$ cat src/rtl/fetch_unit_pkg.sv
// Shared constants and types for the instruction-fetch stage.
package fetch_unit_pkg;

    // PC value loaded on reset and held through the boot cycle.
    localparam logic [15:0] FU_RESET_PC  = 16'h0000;
    // Instructions are 16 bits wide and byte addressed, so the PC steps by 2.
    localparam int unsigned FU_PC_STEP   = 2;
    // Payload value of an empty pipeline register.
    localparam logic [15:0] FU_NOP_INSTR = 16'h0000;

    // BOOT covers reset and the first cycle after release; RUN is normal fetch.
    typedef enum logic {
        BOOT = 1'b0,
        RUN  = 1'b1
    } fetch_state_e;

endpackage

$ cat src/rtl/fetch_unit_if.sv
// Bus between the fetch stage, instruction memory and decode.
// master = fetch unit side, slave = memory/decode/control side.
interface fetch_unit_if #(
    parameter int PC_WIDTH    = 16,
    parameter int INSTR_WIDTH = 16
);
    // memory port
    logic [PC_WIDTH-1:0]    pc;
    logic [INSTR_WIDTH-1:0] instruction;
    // control-flow and hazard inputs
    logic                   stall;
    logic                   redirect_valid;
    logic [PC_WIDTH-1:0]    redirect_pc;
    // IF/ID handshake and payload
    logic                   ifid_valid;
    logic                   ifid_ready;
    logic [INSTR_WIDTH-1:0] ifid_instr;
    logic [PC_WIDTH-1:0]    ifid_pc;
    logic [PC_WIDTH-1:0]    ifid_pc_next;
    // status
    logic                   misalign;
    logic [15:0]            fetch_count;

    modport master (
        output pc,
        input  instruction,
        input  stall,
        input  redirect_valid,
        input  redirect_pc,
        output ifid_valid,
        input  ifid_ready,
        output ifid_instr,
        output ifid_pc,
        output ifid_pc_next,
        output misalign,
        output fetch_count
    );

    modport slave (
        input  pc,
        output instruction,
        output stall,
        output redirect_valid,
        output redirect_pc,
        input  ifid_valid,
        output ifid_ready,
        input  ifid_instr,
        input  ifid_pc,
        input  ifid_pc_next,
        input  misalign,
        input  fetch_count
    );

endinterface

$ cat src/rtl/fetch_unit_ifid_reg.sv
// IF/ID pipeline register (ifid_reg): instruction payload plus valid bit.
// Flush clears the valid bit only; load captures a new entry; otherwise the
// entry holds. Generic enough to serve as the ID/EX register as well.
module fetch_unit_ifid_reg
    import fetch_unit_pkg::*;
#(
    parameter int W_INSTR = 16,
    parameter int W_PC    = 16
) (
    input  logic               clk,
    input  logic               rst_n,
    input  logic               load_i,
    input  logic               flush_i,
    input  logic [W_INSTR-1:0] instr_i,
    input  logic [W_PC-1:0]    pc_i,
    input  logic [W_PC-1:0]    pc_next_i,
    output logic               valid_o,
    output logic [W_INSTR-1:0] instr_o,
    output logic [W_PC-1:0]    pc_o,
    output logic [W_PC-1:0]    pc_next_o
);

    logic               valid_q;
    logic [W_INSTR-1:0] instr_q;
    logic [W_PC-1:0]    pc_q;
    logic [W_PC-1:0]    pc_next_q;

    // Flush wins over load; payload only changes on a load so it stays
    // stable while the consumer applies backpressure.
    always_ff @(posedge clk or negedge rst_n) begin
        if (!rst_n) begin
            valid_q   <= 1'b0;
            instr_q   <= W_INSTR'(FU_NOP_INSTR);
            pc_q      <= '0;
            pc_next_q <= '0;
        end else if (flush_i) begin
            valid_q   <= 1'b0;
        end else if (load_i) begin
            valid_q   <= 1'b1;
            instr_q   <= instr_i;
            pc_q      <= pc_i;
            pc_next_q <= pc_next_i;
        end
    end

    assign valid_o   = valid_q;
    assign instr_o   = instr_q;
    assign pc_o      = pc_q;
    assign pc_next_o = pc_next_q;

endmodule

$ cat src/rtl/fetch_unit.sv
// Instruction-fetch stage: PC register, boot/run FSM, redirect/stall/backpressure
// priority and accepted-instruction counter. Memory read data arrives
// combinationally for the current PC and is captured into the IF/ID register.
module fetch_unit
    import fetch_unit_pkg::*;
#(
    parameter int                  PC_WIDTH    = 16,
    parameter int                  INSTR_WIDTH = 16,
    parameter logic [PC_WIDTH-1:0] RESET_PC    = PC_WIDTH'(FU_RESET_PC)
) (
    input  logic        clk,
    input  logic        rst_n,
    fetch_unit_if.master bus
);

    fetch_state_e        state_q;
    logic [PC_WIDTH-1:0] pc_q;
    logic                misalign_q;
    logic [15:0]         fetch_count_q;

    logic                run_d;
    logic                slot_free_d;
    logic                load_d;
    logic                flush_d;
    logic [PC_WIDTH-1:0] pc_inc_d;
    logic [PC_WIDTH-1:0] redirect_tgt_d;

    // Decode the per-edge priority: redirect > stall > free slot > hold.
    always_comb begin
        run_d          = (state_q == RUN);
        slot_free_d    = !bus.ifid_valid || bus.ifid_ready;
        pc_inc_d       = pc_q + PC_WIDTH'(FU_PC_STEP);
        redirect_tgt_d = {bus.redirect_pc[PC_WIDTH-1:1], 1'b0};
        // A stall while decode consumes the entry leaves a bubble behind it.
        flush_d        = run_d && (bus.redirect_valid ||
                                   (bus.stall && bus.ifid_valid && bus.ifid_ready));
        load_d         = run_d && !bus.redirect_valid && !bus.stall && slot_free_d;
    end

    // FSM with PC, misalign pulse and fetch counter as registered outputs.
    always_ff @(posedge clk or negedge rst_n) begin
        if (!rst_n) begin
            state_q       <= BOOT;
            pc_q          <= RESET_PC;
            misalign_q    <= 1'b0;
            fetch_count_q <= '0;
        end else begin
            case (state_q)
                BOOT: begin
                    state_q    <= RUN;
                    pc_q       <= RESET_PC;
                    misalign_q <= 1'b0;
                end
                RUN: begin
                    misalign_q <= 1'b0;
                    if (bus.redirect_valid) begin
                        // Target is forced even; bit 0 only raises the flag.
                        pc_q       <= redirect_tgt_d;
                        misalign_q <= bus.redirect_pc[0];
                    end else if (load_d) begin
                        pc_q          <= pc_inc_d;
                        fetch_count_q <= fetch_count_q + 16'd1;
                    end
                end
                default: state_q <= BOOT;
            endcase
        end
    end

    fetch_unit_ifid_reg #(
        .W_INSTR (INSTR_WIDTH),
        .W_PC    (PC_WIDTH)
    ) u_ifid_reg (
        .clk       (clk),
        .rst_n     (rst_n),
        .load_i    (load_d),
        .flush_i   (flush_d),
        .instr_i   (bus.instruction),
        .pc_i      (pc_q),
        .pc_next_i (pc_inc_d),
        .valid_o   (bus.ifid_valid),
        .instr_o   (bus.ifid_instr),
        .pc_o      (bus.ifid_pc),
        .pc_next_o (bus.ifid_pc_next)
    );

    assign bus.pc          = pc_q;
    assign bus.misalign    = misalign_q;
    assign bus.fetch_count = fetch_count_q;

endmodule

$ cat src/flat_wrapper.sv
// flat-port wrapper written by rule: the top's interface ports become plain ports
module fetch_unit_flat import fetch_unit_pkg::*;
#(
    parameter int                  PC_WIDTH    = 16,
    parameter int                  INSTR_WIDTH = 16,
    parameter logic [PC_WIDTH-1:0] RESET_PC    = PC_WIDTH'(FU_RESET_PC)
)
  (clk, rst_n, bus_pc, bus_instruction, bus_stall, bus_redirect_valid, bus_redirect_pc, bus_ifid_valid, bus_ifid_ready, bus_ifid_instr, bus_ifid_pc, bus_ifid_pc_next, bus_misalign, bus_fetch_count);
  fetch_unit_if #(.PC_WIDTH(PC_WIDTH), .INSTR_WIDTH(INSTR_WIDTH)) bus_i ();
  input  logic clk;
  input  logic rst_n;
  output wire logic [$bits(bus_i.pc)-1:0] bus_pc;
  input wire logic [$bits(bus_i.instruction)-1:0] bus_instruction;
  input wire logic [$bits(bus_i.stall)-1:0] bus_stall;
  input wire logic [$bits(bus_i.redirect_valid)-1:0] bus_redirect_valid;
  input wire logic [$bits(bus_i.redirect_pc)-1:0] bus_redirect_pc;
  output wire logic [$bits(bus_i.ifid_valid)-1:0] bus_ifid_valid;
  input wire logic [$bits(bus_i.ifid_ready)-1:0] bus_ifid_ready;
  output wire logic [$bits(bus_i.ifid_instr)-1:0] bus_ifid_instr;
  output wire logic [$bits(bus_i.ifid_pc)-1:0] bus_ifid_pc;
  output wire logic [$bits(bus_i.ifid_pc_next)-1:0] bus_ifid_pc_next;
  output wire logic [$bits(bus_i.misalign)-1:0] bus_misalign;
  output wire logic [$bits(bus_i.fetch_count)-1:0] bus_fetch_count;
  assign bus_pc = bus_i.pc;
  assign bus_i.instruction = bus_instruction;
  assign bus_i.stall = bus_stall;
  assign bus_i.redirect_valid = bus_redirect_valid;
  assign bus_i.redirect_pc = bus_redirect_pc;
  assign bus_ifid_valid = bus_i.ifid_valid;
  assign bus_i.ifid_ready = bus_ifid_ready;
  assign bus_ifid_instr = bus_i.ifid_instr;
  assign bus_ifid_pc = bus_i.ifid_pc;
  assign bus_ifid_pc_next = bus_i.ifid_pc_next;
  assign bus_misalign = bus_i.misalign;
  assign bus_fetch_count = bus_i.fetch_count;
  fetch_unit #(.PC_WIDTH(PC_WIDTH), .INSTR_WIDTH(INSTR_WIDTH), .RESET_PC(RESET_PC)) u_core (.clk(clk), .rst_n(rst_n), .bus(bus_i));
endmodule
$ cat config.mk
export PLATFORM = sky130hd
export DESIGN_NAME = fetch_unit_flat
export DESIGN_NICKNAME = d
export VERILOG_FILES = /design/src/rtl/fetch_unit_pkg.sv /design/src/rtl/fetch_unit_if.sv /design/src/rtl/fetch_unit_ifid_reg.sv /design/src/rtl/fetch_unit.sv /design/src/flat_wrapper.sv
export SDC_FILE = /design/constraint.sdc
export NUM_CORES = 1
export LEC_CHECK = 0
export ABC_AREA = 1
export CORE_AREA = 2 2 98 100
export CTS_CLUSTER_DIAMETER = 40
export DETAILED_ROUTE_END_ITERATION = 12
export DIE_AREA = 0 0 100 102
export GPL_TIMING_DRIVEN = 0
export PLACE_DENSITY = 0.73
export SYNTH_ARGS = -nofsm -noshare
export SYNTH_HDL_FRONTEND = slang
export SYNTH_SLANG_ARGS = --single-unit
$ cat constraint.sdc
create_clock -name clk -period 1.4 [get_ports clk]
set_clock_uncertainty 0.1 [all_clocks]
set_input_delay 0.28 -clock clk [delete_from_list [all_inputs] [get_ports clk]]
set_output_delay 0.28 -clock clk [all_outputs]
set_load 0.03 [all_outputs]
-- Word-level counts from Yosys, hierarchy flattened
Index checks and enable logic that the tools add are counted.
- bits in registers: 83
- bits of input ports: 37
- output and inout bits: 82
- logic and storage cells: 35
- $add $sub $neg: 2
- equality and inequality tests: 1
- multiplexer cells: 7
- bitwise gates (word level): 3
- reduce and logical (&&, ||, !) cells: 14
- operator list (cell ; number):
    16-bit 2-to-1 mux ; 2
    16-bit case mux with 2 select lines ; 1
    16-bit by 1-bit adder with 16-bit output, second input constant ; 1
    16-bit by 2-bit adder with 16-bit output, second input constant ; 1
    1-bit logical AND ; 6
    1-bit logical NOT ; 3
    1-bit 2-to-1 mux ; 3
    3-bit inequality test, second input constant ; 1
    1-bit inverter ; 3
    3-bit AND reduction ; 1
    1-bit logical OR ; 2
    1-bit case mux with 2 select lines ; 1
    2-bit AND reduction ; 1
    2-bit nonzero test ; 1

-- Logic depth before layout (Yosys ltp)
Gate-level depths: netlist of run 1.
- depth in word-level cells: 7
- mapped depth: 9
- gate-level depth less buffers: 9

-- Hierarchy
A second synthesis of run 1 with hierarchy kept.
- cell total of the unflattened synthesis: 515
- area, all modules: 4032.6 um^2
- by module, submodules not included (module ; instances ; cells an instance ; area an instance (um^2) ; seq. area each (um^2)):
    fetch_unit ; 1 ; 303 ; 2114.5 ; 825.8
    fetch_unit_ifid_reg ; 1 ; 212 ; 1918.1 ; 1226.2

-- Worst setup path after synthesis of run 1
OpenSTA, ideal clock, no wires.
- path type: register -> register
- from: register u_core.pc_q[1], in the netlist u_core.bus.pc[1]
- to: register u_core.pc_q[11], in the netlist u_core.bus.pc[11]
- setup time: 117 ps
- arrival time: 1516 ps
- data required time: 1183 ps
- path slack: -333 ps
- cell stages (with the launch flop): 9
- buffers on the path: 0
- period minus slack after synthesis: 1733 ps
- cell sequence: dfrtp_1 -> ha_1 -> nand2_1 -> nor2_1 -> nand2_1 -> o21bai_1 -> nand3_1 -> nand2_1 -> nand2_1
- word-level cells in the longest chain between the ends: 4
- ends and longest elaborated chain (item ; RTL line ; text):
    start, declared ; fetch_unit.sv:17 ; logic [PC_WIDTH-1:0] pc_q;
    start signal, assigned ; fetch_unit.sv:58 ; pc_q <= redirect_tgt_d;
    start signal, assigned ; fetch_unit.sv:61 ; pc_q <= pc_inc_d;
    16-bit by 2-bit adder with 16-bit output ; fetch_unit.sv:32 ; pc_inc_d = pc_q + PC_WIDTH'(FU_PC_STEP);
    16-bit 2-to-1 mux ; fetch_unit.sv:60 ; end else if (load_d) begin
    16-bit 2-to-1 mux ; fetch_unit.sv:56 ; if (bus.redirect_valid) begin
    16-bit case mux with 2 select lines ; fetch_unit.sv:48 ; case (state_q)
Every way passes these cells. The select of a mux whose other input is x is not followed.
A chain may end at the register's enable or synchronous reset.

-- Final worst setup path of run 1
- from: register u_core.state_q, in the netlist u_core.run_d
- to: register u_core.fetch_count_q[6], in the netlist u_core.bus.fetch_count[6]
- word-level cells in the longest chain between the ends: 4
- ends and longest elaborated chain (item ; RTL line ; text):
    start, declared ; fetch_unit.sv:16 ; fetch_state_e state_q;
    start signal, assigned ; fetch_unit.sv:43 ; state_q <= BOOT;
    start signal, assigned ; fetch_unit.sv:50 ; state_q <= RUN;
    start signal, assigned ; fetch_unit.sv:65 ; default: state_q <= BOOT;
    1-bit logical AND (3 in a row) ; fetch_unit.sv:37 ; load_d = run_d && !bus.redirect_valid && !bus.stall && slot_free_d;
    3-bit AND reduction (no line) * ; n/a ;
    end signal, assigned ; fetch_unit.sv:62 ; fetch_count_q <= fetch_count_q + 16'd1;
    end, declared ; fetch_unit.sv:19 ; logic [15:0] fetch_count_q;
Mark *: on every way between the ends. The rest lies on a longest branch, timed or not.

==> results of run 1 <==
==> final cells by class <==
type | count | area, um^2 | area share
Inverter | 34 | 143 | 0.0245
Multi-Input combinational cell | 348 | 1880 | 0.324
Sequential cell | 80 | 2030 | 0.349
Clock buffer | 11 | 141 | 0.0243
Tap cell | 111 | 139 | 0.0239
Clock inverter | 5 | 57.6 | 0.00990
Timing Repair Buffer | 159 | 1280 | 0.221
Buffer | 14 | 139 | 0.0239
==> report_power, final <==
part           switching [mW]  internal (mW)  total (mW)  leakage [nW]
Clock                   0.900          0.871        1.77        0.0916
Combinational            1.53          0.820        2.35          1.86
Sequential              0.327           2.69        3.02          1.00
==> critical path, stage by stage, from the launching register on <==
cell and delay [ns]:
dfrtp_1 0.38, inv_2 0.06, nor2_4 0.11, nand3_4 0.18
buf_12 0.19, nor2_4 0.15, nand3_2 0.11, xnor2_2 0.15
==> metrics by stage <==
stage	setup TNS (ns)	hold slack (ns)
global placement	-279.87	0.361
detailed placement	-45.86	0.0933
finish	-1.54	0.247
CTS	-2.48	0.251
floorplan	-0.420	-0.116
global route	-5.58	0.284
==> cells in the mapped netlist (all sizes together) <==
| library cell | n | area [um^2] |
|---|---|---|
| a21oi | 2 | 10.0 |
| a31oi | 3 | 18.8 |
| buf | 11 | 65.1 |
| clkbuf | 5 | 18.8 |
| clkinv | 3 | 12.5 |
| conb | 2 | 7.51 |
| dfrtp | 80 | 2000 |
| ha | 2 | 25.0 |
| inv | 31 | 116 |
| mux2i | 1 | 10.0 |
| nand2 | 205 | 777 |
| nand3 | 19 | 100 |
| nand3b | 2 | 15.0 |
| nand4 | 7 | 43.8 |
| nor2 | 56 | 228 |
| nor3 | 2 | 10.0 |
| o21ai | 26 | 130 |
| o21bai | 2 | 15.0 |
| o22ai | 3 | 18.8 |
| o311ai | 1 | 8.76 |
| xnor2 | 4 | 35.0 |
| xor2 | 9 | 78.8 |
==> cell families (layout without fill, tap and decap cells) <==
logic type | count (synthesis) | in the layout
AO/OA/AOI/OAI | 37 | 37
XOR/XNOR | 13 | 13
adder cells (fa/ha/maj) | 2 | 2
buffers and inverters | 50 | 223
flip-flops | 80 | 80
multiplexers | 1 | 1
other | 2 | 4
AND/OR/NAND/NOR | 291 | 291
==> flip-flops by register name (all words and copies together), names as in the netlist <==
name                         flops
u_core.bus.fetch_count          16
u_core.bus.misalign              1
u_core.bus.pc                   15
u_core.run_d                     1
u_core.u_ifid_reg.instr_o       16
u_core.u_ifid_reg.pc_next_o     15
u_core.u_ifid_reg.pc_o          15
u_core.u_ifid_reg.valid_o        1
==> worst max path at each step <==
stage / from / end / slack (ns) / cells past startpoint
after detailed placement: bus_redirect_valid / u_core.u_ifid_reg.instr_o[13] / -0.64 / 7
after global routing: u_core.bus.fetch_count[1] / u_core.bus.fetch_count[10] / -0.19 / 8
after floorplan: u_core.bus.pc[1] / u_core.bus.pc[11] / -0.12 / 8
after CTS: u_core.bus.pc[1] / u_core.bus.pc[11] / -0.09 / 8
after global placement: rst_n / u_core.bus.pc[10] / -3.20 / 1
final: u_core.run_d / u_core.bus.fetch_count[6] / -0.14 / 7
==> cells in the final DEF (no fill, tap or decap), types with 2 or more instances in the layout <==
cell type          n
clkbuf_4           7
conb_1             4
xor2_1             5
o21ai_2            3
xnor2_1            3
nand3b_1           2
nor2_4            13
o21ai_0           12
dfrtp_1           58
dfrtp_2           22
nand4_1            7
clkinv_2           3
buf_4             39
nand2_8            2
xor2_2             4
nand3_2            3
clkbuf_8          10
nor2_2             3
buf_6             13
nand2_4            6
nand2_2           35
nand2_1          162
buf_8              5
a21oi_1            2
o22ai_1            3
clkinvlp_4         3
o21ai_1           11
a31oi_1            3
inv_1             30
nor3_1             2
clkdlybuf4s50_1   34
buf_12             2
nand3_1           15
nor2_1            40
buf_2             65
clkbuf_16          4
==> routing by layer <==
layer	vias to the layer above	GRT usage
li1	1817	-
met1	1783	0.273
met2	141	0.355
met3	20	0.0376
met4	0	0.0822
met5	-	0
==> repair_timing <==
item                                   4_1_cts  5_1_grt
gates resized for setup                    435      131
setup endpoints to repair                  156       96
endpoints found under the hold margin       21        0
pin swaps                                   11       23
setup buffers                                9       30
cloned                                       0        4
hold buffers                                 1        0
==> metrics.md, run 1 <==
| Metric | Value |
|---|---|
| Status | `finished with violations` |
| Failing checks | `negative setup slack` |
| Detail Route Antenna Nets | `0` |
| Cell Count, Final, Fillers Out | `762` |
| Dpl ws | `-0.641 ns` |
| Post-DP HPWL | `7.55 mm` |
| DR vias | `3761` |
| Hold WC Path Type | `in2async` |
| Core Area | `9110 um^2` |
| GP Congestion | `0.851` |
| Wire length on met1 | `4.71 mm` |
| Yosys reg bits | `80` |
| CTS sink cnt | `80` |
| Clock buffer depth | `2` |
| Setup violators final | `37` |
| Wire length on met3 | `788 um` |
| Static leakage | `2.95 nW` |
| Max-Cap Viols | `0` |
| Die footprint | `10200 um^2` |
| Design Area, Final | `5820 um^2` |
| Die H | `102 um` |
| Synth Area in Adders | `0.00668` |
| Average cell area after synthesis | `7.87 um^2` |
| Synth Area in XOR/XNOR | `0.0304` |
| F_max | `0.651 GHz` |
| Met2 wire length | `5.91 mm` |
| Mux contribution to synthesized area | `0.00267` |
| Peak supply drop | `0.576 mV` |
| FP Rows | `35` |
| Initial antenna violation count | `0` |
| Routed WL | `11.7 mm` |
| I/O Buffers | `115` |
| I/O pin total | `119` |
| Initial core utilization | `0.411` |
| Compound-cell area share of the yosys netlist | `0.0538` |
| Root buf cell | `clkbuf_8` |
| Drt wl/cell | `15.3 um` |
| Startpoint Class | `register` |
| Yosys warns | `0` |
| Worst-path maximum fanout | `7` |
| Total power | `7.14 mW` |
| WP data arrival | `1.68 ns` |
| Crit path kind | `reg2reg` |
| Seq/Total Area, Yosys | `0.534` |
| Simple-gate share of the synthesized area | `0.313` |
| Crit end category | `register` |
| Vias per std cell | `4.94` |
| DRC | `0` |
| DR pass1 iterations | `4` |
| Final period util | `1.10` |
| Number of global-route vias before repair | `3479` |
| Synthesized area | `3750 um^2` |
| Final Critical Period | `1.54 ns` |
| Dpl cells | `705` |
| Reg2Reg Setup Slack | `-0.14 ns` |
| Synth cell types | `28` |
| RSZ-0062 raised after global routing | `true` |
| TritonCTS clock tree | `yes` |
| H-tree depth | `3` |
| R2R cell count | `7` |
| Clk_lat worst skew | `0.35 ns` |
| Post-Synthesis Cells | `476` |
| CP required | `1.55 ns` |
| Reg2Reg Launch Point | `u_core.run_d` |
| First-pass GRT wire length | `16.9 mm` |
| Power per Cell Area | `1230 nW/um^2` |
| Area after DPL | `5140 um^2` |
| Total GRT Usage | `0.211` |
| Final-report max-slew violation count | `0` |
| Initial DRC Count | `170` |
| Largest family of logic cells by synthesized area | `simple AND/OR/NAND/NOR gates` |
| Max Used Layer | `met4` |
| Gr ovfl total | `0` |
| Post-layout util | `0.638` |
| Antenna cell count | `0` |
| Nets | `685` |
| Layout cell share with drive strength beyond 1 | `0.387` |
| Area Growth Syn to Fin | `55.2%` |
| CTS Buf Count | `9` |
| Final hold vios | `0` |
| Clock input transition at the sequential cells of the worst setup and hold paths | `0.09 ns` |
| Die X | `100 um` |
| PnR worst setup slack | `-0.137 ns` |
| FILL cells | `788` |
| Largest net degree at the start of global routing | `60` |
| R2r endpoint | `u_core.bus.fetch_count[6]` |
(Power assumes the default switching activity.)
==> run 2, diff against run 1 <==
--- a/config.mk
+++ b/config.mk
@@ -6,12 +6,13 @@
 export NUM_CORES = 1
 export LEC_CHECK = 0
 export ABC_AREA = 1
-export CORE_AREA = 2 2 98 100
+export CORE_AREA = 2 2 95 97
 export CTS_CLUSTER_DIAMETER = 40
 export DETAILED_ROUTE_END_ITERATION = 12
-export DIE_AREA = 0 0 100 102
+export DIE_AREA = 0 0 97 99
+export DONT_BUFFER_PORTS = 1
 export GPL_TIMING_DRIVEN = 0
-export PLACE_DENSITY = 0.73
+export PLACE_DENSITY = 0.59
 export SYNTH_ARGS = -nofsm -noshare
 export SYNTH_HDL_FRONTEND = slang
 export SYNTH_SLANG_ARGS = --single-unit
==> metrics.md, run 2 (synthesis gave the netlist of run 1 again) <==
| Metric | Value |
|---|---|
| Root buf cell | `clkbuf_8` |
| Reg2Reg Launch Point | `u_core.bus.pc[1]` |
| WP data arrival | `1.84 ns` |
| DRC | `0` |
| Final Critical Period | `1.69 ns` |
| RSZ-0062 raised after global routing | `true` |
| Largest net degree at the start of global routing | `81` |
| Peak supply drop | `0.567 mV` |
| CP dominant cell by count | `nand2_1` |
| Status | `finished with violations` |
| Setup violators final | `73` |
| CP Launch Point | `u_core.bus.pc[1]` |
| Startpoint Class | `register` |
| First-pass GRT wire length | `17.5 mm` |
| CP cell instances | `ha_4 -> nand2_4 -> nor2_4 -> nand2_2 -> o21bai_1 -> nand3_1 -> nand2_1 -> nand2_1` |
| Commonest non-fill, non-tap cell in the layout | `nand2_1` |
| Initial core utilization | `0.438` |
| Initial antenna violation count | `0` |
| CP required | `1.55 ns` |
| DR vias | `3399` |
| FILL cells | `709` |
| Final-report max-slew violation count | `0` |
| Nets | `580` |
| Clock input transition at the sequential cells of the worst setup and hold paths | `0.09 ns` |
| CP max-delay cell | `dfrtp_2` |
| Core Area | `8550 um^2` |
| Most frequent cells in the layout | `nand2_1 (134), dfrtp_1 (52), nand2_2 (45)` |
| Clk_lat worst skew | `0.35 ns` |
| I/O pin total | `119` |
| Failing checks | `negative hold slack, negative setup slack` |
| Wire length on met3 | `932 um` |
| Gr ovfl total | `0` |
| Die H | `99 um` |
| Max-Cap Viols | `0` |
| TritonCTS clock tree | `yes` |
| Vias per std cell | `5.20` |
| Total power | `7.14 mW` |
| CTS Hold Bufs | `18` |
| Final period util | `1.21` |
| Hold WC Path Type | `in2async` |
| Wire length on met1 | `4.34 mm` |
| Number of global-route vias before repair | `3326` |
| Total GRT Usage | `0.233` |
| Max Used Layer | `met4` |
| Final hold vios | `80` |
| Max-slew headroom | `0.626` |
| Area Growth Syn to Fin | `45.0%` |
| Clock buffer depth | `2` |
| Worst-path maximum fanout | `6` |
| Layout cell share with drive strength beyond 1 | `0.368` |
| Initial DRC Count | `97` |
| Crit end category | `register` |
| Met2 wire length | `6.00 mm` |
| Static leakage | `2.65 nW` |
| Area after DPL | `3960 um^2` |
| F_max | `0.591 GHz` |
| Die X | `97 um` |
| Dpl ws | `-0.368 ns` |
| Worst Tran Pin Value | `0.562 ns` |
| Final hold slack | `-0.490 ns` |
| Power per Cell Area | `1320 nW/um^2` |
| Drt wl/cell | `17.7 um` |
| Die footprint | `9600 um^2` |
| Worst Path Buf+Inv | `0` |
| GP Congestion | `0.850` |
| CTS Buf Count | `9` |
| FP Rows | `34` |
| Antenna cell count | `0` |
| Slowest cell delay on critical path | `0.53 ns` |
| PnR worst setup slack | `-0.291 ns` |
| Design Area, Final | `5430 um^2` |
| DR pass1 iterations | `4` |
| CTS sink cnt | `80` |
| Worst path top cell family by delay | `simple AND/OR/NAND/NOR gates` |
| Routed WL | `11.6 mm` |
| Post-DP HPWL | `6.94 mm` |
| I/O Buffers | `0` |
| Detail Route Antenna Nets | `0` |
| Crit path kind | `reg2reg` |
| H-tree depth | `3` |
==> run 2: cell types whose count changed in the layout (fill, tap and decap cells not counted), sizes merged <==
| cell | change |
|---|---|
| buf | -84 |
| bufinv | +2 |
| clkbuf | -3 |
| clkdlybuf4s50 | -34 |
| clkinv | -1 |
| clkinvlp | -1 |
| dlygate4sd2 | -1 |
| dlygate4sd3 | +17 |
==> run 2: final timing paths <==
kind / slack (ns) / end / depth (start not counted)
setup / recovery: -0.29 / u_core.bus.pc[11] / 8
setup reg to reg: -0.29 / u_core.bus.pc[11] / 8
min in group clk: 0.07 / u_core.bus.pc[14] / 4
hold / removal: -0.49 / u_core.bus.fetch_count[2] / 0
hold reg to reg: 0.53 / u_core.bus.fetch_count[9] / 1
max in group asynchronous: 1.53 / u_core.bus.pc[1] / 0
==> run 2: per-stage QoR <==
step	utilization	cells	setup TNS (ns)
after detailed placement	0.463	586	-12.89
final	0.635	654	-9.11
after global routing	0.635	654	-13.56
after global placement	0.463	586	-10.93
after CTS	0.570	637	-6.75
after floorplan	-	478	-0.420
==> run 2: where the power goes <==
group	internal [mW]	switching, mW
clock	1.19	0.899
sequential	2.68	1.20
combinational	0.563	0.617
total	4.43	2.71
==> run 2: layout make-up <==
cell class	count	area, um^2	share of cell area
repair buffers	52	623	0.115
flip-flops and latches	80	2040	0.375
plain buffers	16	218	0.0401
multi-input cells	348	2040	0.376
clock inverters	5	105	0.0193
inverters	34	141	0.0260
well taps	108	135	0.0249
clock buffers	11	131	0.0242
==> run 2: worst reg2reg max path, cell delays in order, from the launching register on <==
cell	delay [ns]
dfrtp_2	0.53
ha_4	0.21
nand2_4	0.06
nor2_4	0.16
nand2_2	0.08
o21bai_1	0.17
nand3_1	0.14
nand2_1	0.10
nand2_1	0.05
==> run 2: metal layers <==
| layer | GRT usage | vias up |
|---|---|---|
| li1 | - | 1616 |
| met1 | 0.275 | 1631 |
| met2 | 0.399 | 131 |
| met3 | 0.0681 | 21 |
| met4 | 0.0953 | 0 |
| met5 | 0 | - |
==> run 2: what timing repair did <==
action | 4_1_cts | 5_1_grt
cloned | 3 | 5
endpoints found under the setup margin | 77 | 76
pin swaps | 26 | 31
hold endpoints to repair | 98 | 80
buffers inserted | 14 | 14
gates resized for setup | 101 | 105
==> run 3, diff against run 2 <==
--- a/config.mk
+++ b/config.mk
@@ -5,11 +5,11 @@
 export SDC_FILE = /design/constraint.sdc
 export NUM_CORES = 1
 export LEC_CHECK = 0
-export ABC_AREA = 1
-export CORE_AREA = 2 2 95 97
+export ABC_AREA = 0
+export CORE_AREA = 2 2 93 95
 export CTS_CLUSTER_DIAMETER = 40
 export DETAILED_ROUTE_END_ITERATION = 12
-export DIE_AREA = 0 0 97 99
+export DIE_AREA = 0 0 95 97
 export DONT_BUFFER_PORTS = 1
 export GPL_TIMING_DRIVEN = 0
 export PLACE_DENSITY = 0.59
==> metrics.md, run 3 <==
| Metric | Value |
|---|---|
| R2r endpoint | `u_core.bus.pc[14]` |
| Dpl cells | `489` |
| Startpoint Class | `register` |
| R2R cell count | `5` |
| Seq/Total Area, Yosys | `0.558` |
| DRC | `0` |
| Core Area | `8130 um^2` |
| Setup violators final | `77` |
| Reg2Reg Setup Slack | `-0.70 ns` |
| Die H | `97 um` |
| Hold WC Path Type | `in2async` |
| DR vias | `3014` |
| Clock share of power | `0.266` |
| Yosys reg bits | `80` |
| EDFF count, synth | `0` |
| Layout cell share with drive strength beyond 1 | `0.337` |
| Routed WL | `10.4 mm` |
| Final Critical Period | `2.10 ns` |
| Most frequent cells in the layout | `nand2_1 (119), dfrtp_1 (58), buf_4 (29)` |
| DR pass1 iterations | `4` |
| Peak supply drop | `0.562 mV` |
| FP Rows | `33` |
| Drt wl/cell | `18.2 um` |
| F_max | `0.476 GHz` |
| I/O Buffers | `0` |
| Clock input transition at the sequential cells of the worst setup and hold paths | `0.09 ns` |
| RSZ-0062 raised after global routing | `true` |
| Die X | `95 um` |
| Switch Pwr | `2.28 mW` |
| Async set-reset flop share out of synthesis | `1.00` |
| Static leakage | `2.39 nW` |
| Crit end category | `register` |
| Failing checks | `negative hold slack, negative setup slack` |
| TritonCTS clock tree | `yes` |
| Number of global-route vias before repair | `3080` |
| Average cell area after synthesis | `9.38 um^2` |
| Post-Synthesis Cells | `382` |
| FILL cells | `610` |
| Power per Cell Area | `1150 nW/um^2` |
| Yosys warns | `0` |
| CTS Buf Count | `9` |
| Reg area | `2030 um^2` |
| Max-Cap Viols | `0` |
| CTS Hold Bufs | `19` |
| Worst path top cell family by delay | `simple AND/OR/NAND/NOR gates` |
| Reg2Reg Launch Point | `u_core.bus.pc[5]` |
| Sequential Power Share | `0.600` |
| Cell Count, Final, Fillers Out | `571` |
| H-tree depth | `3` |
| Commonest non-fill, non-tap cell in the layout | `nand2_1` |
| Worst Path Buf+Inv | `1` |
| Dominant cell type by area after synthesis | `dfrtp_1` |
| CP required | `1.58 ns` |
| Final hold slack | `-0.500 ns` |
| Post-DP HPWL | `6.24 mm` |
| Largest net degree at the start of global routing | `81` |
| Sw Share | `0.381` |
| Final hold vios | `80` |
| Most frequent cell after synthesis | `nand2_1` |
| First-pass GRT wire length | `16.1 mm` |
| Slowest cell delay on critical path | `0.58 ns` |
| Status | `finished with violations` |
| Clock buffer depth | `2` |
| Synth cell types | `37` |
| Yosys top cell area share | `0.558` |
| Gr ovfl total | `0` |
| Initial antenna violation count | `0` |
| I/O pin total | `119` |
| Post-synth top cells | `nand2_1 (127), dfrtp_1 (80), xnor2_1 (28)` |
| Initial DRC Count | `154` |
| Detail Route Antenna Nets | `0` |
| Final-report max-slew violation count | `0` |
| Nets | `500` |
| Crit path kind | `reg2reg` |
| Clk_lat worst skew | `0.37 ns` |
| Area occupied by multi-input gates | `1860 um^2` |
| Int Power | `3.69 mW` |
| Die footprint | `9220 um^2` |
| Combinational power share | `0.134` |
| CP cell instances | `buf_8 -> nand4_1 -> or4_4 -> or4_1 -> a31oi_1` |
| Area Growth Syn to Fin | `44.5%` |
| Worst Tran Pin Value | `0.579 ns` |
| PnR worst setup slack | `-0.702 ns` |
| Final period util | `1.50` |
| Antenna cell count | `0` |
| Worst-path maximum fanout | `4` |
| CTS sink cnt | `80` |
| GP Congestion | `0.776` |
| Total GRT Usage | `0.229` |
| Initial core utilization | `0.441` |
| Root buf cell | `clkbuf_8` |
| Synthesized area | `3580 um^2` |
| Ys flop type | `dfrtp_1` |
| CP max-delay cell | `or4_4` |
| Vias per std cell | `5.28` |
| WP data arrival | `2.28 ns` |
| Synth top area cells | `dfrtp_1 (56%), nand2_1 (13%), xnor2_1 (6.8%)` |
| Max-slew headroom | `0.614` |
-- run 3: cell count changes after synthesis, moves of 7 or more --
cell / before / now
nor2_1: 51 / 7
clkbuf_1: 5 / 22
inv_1: 31 / 2
nor3_1: 2 / 9
nand3_1: 18 / 11
xnor2_1: 4 / 28
nand2_1: 202 / 127
-- run 3: repair_timing --
| action | 4_1_cts | 5_1_grt |
|---|---|---|
| resized for setup | 70 | 61 |
| buffers inserted | 22 | 30 |
| cloned | 4 | 0 |
| pin swaps | 23 | 25 |
| endpoints found under the hold margin | 99 | 80 |
| endpoints found under the setup margin | 77 | 79 |
-- run 3: worst max-delay path by stage --
stage | endpoint | cells past startpoint | startpoint | slack [ns]
floorplan | u_core.bus.pc[14] | 6 | u_core.bus.pc[4] | -0.76
global route | u_core.bus.pc[14] | 5 | u_core.bus.pc[6] | -0.77
detailed placement | u_core.bus.pc[14] | 6 | u_core.bus.pc[4] | -0.94
CTS | u_core.bus.pc[14] | 5 | u_core.run_d | -0.80
global placement | u_core.bus.pc[14] | 6 | u_core.bus.pc[4] | -0.94
finish | u_core.bus.pc[14] | 5 | u_core.bus.pc[5] | -0.70
-- run 3: cells by family (layout without fill, tap and decap cells) --
kind of cell / Yosys count / after routing / synth area share
adder cells (fa/ha/maj): 2 / 2 / 0.00698
flip-flops: 80 / 80 / 0.558
buffers and inverters: 30 / 112 / 0.0352
other: 2 / 4 / 0.00210
AND/OR/NAND/NOR: 190 / 190 / 0.237
AO/OA/AOI/OAI: 45 / 45 / 0.0796
XOR/XNOR: 33 / 33 / 0.0806
-- run 3: layout make-up --
| type | count | area share |
|---|---|---|
| clock buffers | 9 | 0.0239 |
| repair buffers | 70 | 0.137 |
| flip-flops and latches | 80 | 0.392 |
| well taps | 105 | 0.0254 |
| multi-input cells | 274 | 0.358 |
| clock inverters | 7 | 0.0109 |
| inverters | 2 | 0.00145 |
| plain buffers | 24 | 0.0514 |
-- run 3: power groups by stage --
| stage | Combinational [mW] | Sequential, mW | Clock [mW] |
|---|---|---|---|
| after floorplan | 0.463 | 3.52 | 0 |
| after global placement | 0.541 | 3.62 | 0 |
| after detailed placement | 0.564 | 3.63 | 0 |
| after CTS | 0.732 | 3.59 | 1.62 |
| after global routing | 0.896 | 3.64 | 1.71 |
| final | 0.797 | 3.59 | 1.59 |
-- run 3: metal layers --
| metal | routed length (um) | track usage | vias up | share of wire |
|---|---|---|---|---|
| li1 | - | - | 1425 | - |
| met5 | 0 | 0 | - | 0 |
| met4 | 174 | 0.0903 | 0 | 0.017 |
| met1 | 4190 | 0.291 | 1459 | 0.40 |
| met3 | 815 | 0.0600 | 16 | 0.078 |
| met2 | 5210 | 0.369 | 114 | 0.50 |
-- run 3: per-stage QoR --
stage          total power [mW]  worst slack (ns)  TNS (ns)  utilization  cell area [um^2]
2_1_floorplan              3.99            -0.758    -17.22            -              3790
3_3_place_gp               4.16            -0.942    -35.49        0.482              3920
3_5_place_dp               4.19            -0.944    -37.77        0.482              3920
4_1_cts                    5.95            -0.798    -35.28        0.592              4820
5_1_grt                    6.24            -0.769    -42.46        0.637              5180
6_report                   5.97            -0.702    -37.94        0.637              5180
